**src/rtl/writeback_ctrl_pipe.sv**
```systemverilog
// Register-writeback delay line with flush, per-register pending scoreboard, RAW stall and commit counter.
// Latency: DEPTH cycles from stage-2 input to sel/en; pending/stall are combinational (same cycle).
// Backpressure: none; one entry accepted per cycle, stall only tells stage 1 to hold its reads.
module writeback_ctrl_pipe #(
    parameter int NREGS = 2,
    parameter int SEL_W = 3,
    parameter int DEPTH = 1,
    parameter int CNT_W = 16
) (
    input  logic                   clk,
    input  logic                   rst,
    input  logic                   in_valid,
    input  logic [NREGS*SEL_W-1:0] sel_in,
    input  logic [NREGS-1:0]       en_in,
    input  logic                   flush,
    input  logic [NREGS-1:0]       rd_req,
    output logic [NREGS*SEL_W-1:0] sel,
    output logic [NREGS-1:0]       en,
    output logic [NREGS-1:0]       pending,
    output logic                   stall,
    output logic [CNT_W-1:0]       wb_count
);

    // Stage contents; a bubble is en == 0 and sel == 0, there is no valid bit.
    logic [NREGS*SEL_W-1:0] st_sel [DEPTH];
    logic [NREGS-1:0]       st_en  [DEPTH];

    // An entry with no enables carries nothing useful, so it is captured as a clean bubble.
    logic cap_take;
    assign cap_take = in_valid & (|en_in) & ~flush;

    // Delay line: capture into S[0], shift the rest; flush bubbles every stage except the output-bound one.
    always_ff @(posedge clk or negedge rst) begin
        if (!rst) begin
            for (int k = 0; k < DEPTH; k++) begin
                st_sel[k] <= '0;
                st_en[k]  <= '0;
            end
        end else begin
            st_sel[0] <= cap_take ? sel_in : '0;
            st_en[0]  <= cap_take ? en_in  : '0;
            for (int k = 1; k < DEPTH; k++) begin
                if (flush && (k < DEPTH - 1)) begin
                    st_sel[k] <= '0;
                    st_en[k]  <= '0;
                end else begin
                    st_sel[k] <= st_sel[k-1];
                    st_en[k]  <= st_en[k-1];
                end
            end
        end
    end

    assign sel = st_sel[DEPTH-1];
    assign en  = st_en[DEPTH-1];

    // Pending writes: surviving input plus every stage, including the output stage that commits this cycle.
    always_comb begin
        pending = (in_valid && !flush) ? en_in : '0;
        for (int k = 0; k < DEPTH; k++) begin
            pending = pending | st_en[k];
        end
    end

    assign stall = |(rd_req & pending);

    // Count committing cycles, holding at all-ones instead of wrapping.
    always_ff @(posedge clk or negedge rst) begin
        if (!rst) begin
            wb_count <= '0;
        end else if ((|st_en[DEPTH-1]) && (wb_count != {CNT_W{1'b1}})) begin
            wb_count <= wb_count + CNT_W'(1);
        end
    end

endmodule

```
**config.mk**
```make
export PLATFORM = sky130hd
export DESIGN_NAME = writeback_ctrl_pipe
export DESIGN_NICKNAME = d
export VERILOG_FILES = /design/src/rtl/writeback_ctrl_pipe.sv
export SDC_FILE = /design/constraint.sdc
export NUM_CORES = 1
export LEC_CHECK = 0
export ABC_AREA = 1
export CAP_MARGIN = 5
export CORE_MARGIN = 10
export CORE_UTILIZATION = 46
export DETAILED_ROUTE_END_ITERATION = 12
export GPL_ROUTABILITY_DRIVEN = 0
export PLACE_DENSITY = 0.82
export SYNTH_ARGS = -nofsm -noshare
export SYNTH_HDL_FRONTEND = slang
export SYNTH_SLANG_ARGS = --single-unit
```
**constraint.sdc**
```tcl
create_clock -name clk -period 1.7 [get_ports clk]
set_clock_uncertainty 0.15 [all_clocks]
set_input_delay 0.34 -clock clk [delete_from_list [all_inputs] [get_ports clk]]
set_output_delay 0.34 -clock clk [all_outputs]
set_load 0.02 [all_outputs]
```
==> results.yml <==
detailed_routing:
  via_per_inst: 4.70
  first_pass_iters: 4
  ant_nets: 0
  drc: 0
  avgRoutedWirePerCell_um: 12.8
  routed_wl_um: 3670
  drt_iter0_drc: 65
  dr_total_vias: 1349
global_routing:
  grt_pass1_wl_um: 6140
  grt-ovfl-total: 0
  grt_util_all_layers_pct: 13.9
  first_global_vias: 1437
  antenna_found_initial: 0
  grt_max_degree: 25
timing:
  report.final.slew_viol_count: 0
  setup_viol: 0
  relSlewSlack_pct: 78.7
  rsz0062_at_grt: "no"
  fmax_mhz: 605
  min_period_ps: 1650
  finalSetupTns_ps: 0
  worst_slew_pin_slew_ps: 319
  fin_crit_sh_pct: 97.2
  setup_ws_ps: 47.4
  hold_viol_final: 0
flow_run:
  max-cap-violations: 0
die:
  num_rows: 19
  io-pin-count: 41
  start_util_pct: 48.9
  core_area_um2: 2780
  die_h_um: 74.4
  die_w_um: 74.4
  dieArea_um2: 5530
clock_network:
  root_buffer: "clkbuf_4"
  clk_pin_slew_ps: 140
  clk_path_buf_depth: 2
  insertion_delay_ps: 320
  htree_levels: 1
  cts_hold_buf: 0
  numCtsBuffers: 3
  cts_tree: "yes"
  clock-sinks: 24
worst_setup_path:
  r2r-start: "wb_count[3]$_DFFE_PN0P_"
  worst_setup_path_end_kind: "output port"
  crit_required_ps: 1210
  path_class: "in2out"
  cp_max_fo: 4
  start_kind: "primary input"
  critPathLaunch: "in_valid"
  worstPathArrival_ps: 1160
place:
  placed_cell_area_um2: 2000
  hpwlAfterDp_um: 2920
  port_buffers: 40
  pre_cts_slack_ps: -796
  dp_cells: 282
synth:
  yosysMostFrequentCell: "nand2_1"
  async_reset_ff_share_pct: 100
  synth_area_leaders: "dfrtp_1 44%, nand2_1 18%, inv_1 6.1%"
  yosysSeqAreaShare_pct: 44.2
  postSynthAreaPerCell_um2: 7.38
  ys.flop_type: "dfrtp_1"
  yosys_warnings: 0
  yosysTopAreaCell: "dfrtp_1"
  synth_edf_count: 0
  syn-num-nets: 199
  synthCells: 184
  yosysTopAreaCellShare_pct: 44.2
  synthDistinctLibCells: 20
  syn-cell-area_um2: 1360
  synth_common_cells: "65 x nand2_1, 24 x dfrtp_1, 22 x inv_1"
  ys_ff_latch: 24
finish:
  instances_no_fill: 287
  syn_to_final_growth_pct: 49.4
  final_area_um2: 2030
  layout-drive-gt1-share_pct: 28.9
  fin_nets: 272
  antenna_cells: 0
  n_fill_cell: 218
pwr:
  totalPowerFinal_mw: 1.46
  max-vdd-ir-drop_v: 0.000639
  power.density_nw_per_um2: 718
  p_leak_nw: 1.09
status:
  outcome: "completed"
hold_path:
  hp-class: "in2async"
report_power, final:
| group | total (mW) | leakage [nW] | internal, mW | switching (mW) |
|---|---|---|---|---|
| Combinational | 0.485 | 0.741 | 0.220 | 0.265 |
| Clock | 0.313 | 0.0210 | 0.131 | 0.182 |
| Sequential | 0.659 | 0.327 | 0.622 | 0.0378 |
layout by cell type (no fill, tap or decap), types with 2 or more instances in the layout:
master / instances
nand2_1: 62
buf_4: 29
dfrtp_1: 24
inv_1: 19
nor2_1: 19
dlygate4sd2_1: 17
nand3_1: 10
nor2_2: 10
clkdlybuf4s50_1: 9
nand2_2: 7
inv_2: 6
xnor2_1: 5
clkdlybuf4s15_1: 5
o21ai_0: 4
clkbuf_2: 4
o21ai_2: 3
nand4_1: 3
clkbuf_4: 3
buf_2: 3
buf_6: 3
nand3b_1: 2
cells by family after synthesis:
logic type      count (synthesis)  share of synthesized area [%]
xor+xnor                        5                           3.22
fa+ha+maj                       1                          0.921
flops                          24                           44.2
simple gates                  117                           38.6
compound gates                 10                           4.24
buf+inv                        27                           8.84
final cells by class:
cell class                 count  area [um^2]  share of cell area [%]
clock buffer                   4         36.3                    1.79
sequential                    24          601                    29.6
tap                           31         38.8                    1.91
multi-input combinational    133          686                    33.8
inverter                      25         93.8                    4.62
timing repair buffer          70          576                    28.3
worst paths after layout:
| check | depth (start not counted) | slack (ps) | to |
|---|---|---|---|
| max | 6 | 50 | stall |
| min | 2 | 200 | wb_count[3]$_DFFE_PN0P_ |
| max reg2reg | 8 | 120 | wb_count[9]$_DFFE_PN0P_ |
| min reg2reg | 2 | 410 | wb_count[3]$_DFFE_PN0P_ |
| max in group asynchronous | 2 | 960 | wb_count[11]$_DFFE_PN0P_ |
| min in group clk | 4 | 210 | en[0]$_DFF_PN0_ |
timing repair:
| item | in CTS | in global routing |
|---|---|---|
| pin swaps | 4 | 1 |
| endpoints found under the setup margin | 36 | 10 |
| setup buffers | 1 | 0 |
| gates resized for setup | 61 | 13 |
state kept, by name, summed over array words and instances, names as in the netlist:
name and count:
wb_count 16, sel 6, en 2
layer usage:
layer | vias up | global-route usage (%) | share of wire, %
met5 | - | 0 | 0
met4 | 0 | 4.47 | 1.7
met3 | 7 | 4.79 | 7.1
met2 | 30 | 25.2 | 52
met1 | 611 | 14.8 | 39
li1 | 701 | - | -
stage by stage:
step | hold WS (ps) | utilization (%)
6_report | 198 | 73.0
5_1_grt | 219 | 73.0
4_1_cts | 202 | 73.0
3_5_place_dp | 386 | 71.8
3_3_place_gp | 375 | 71.8
2_1_floorplan | -106 | -
worst max-delay path, cell delays in order:
cell and delay, ps:
dlygate4sd2_1 260, nand3b_4 120, o21ai_4 170, nand2_2 80, nand2_2 80, buf_6 110
Power figures use the tool's default switching activity.
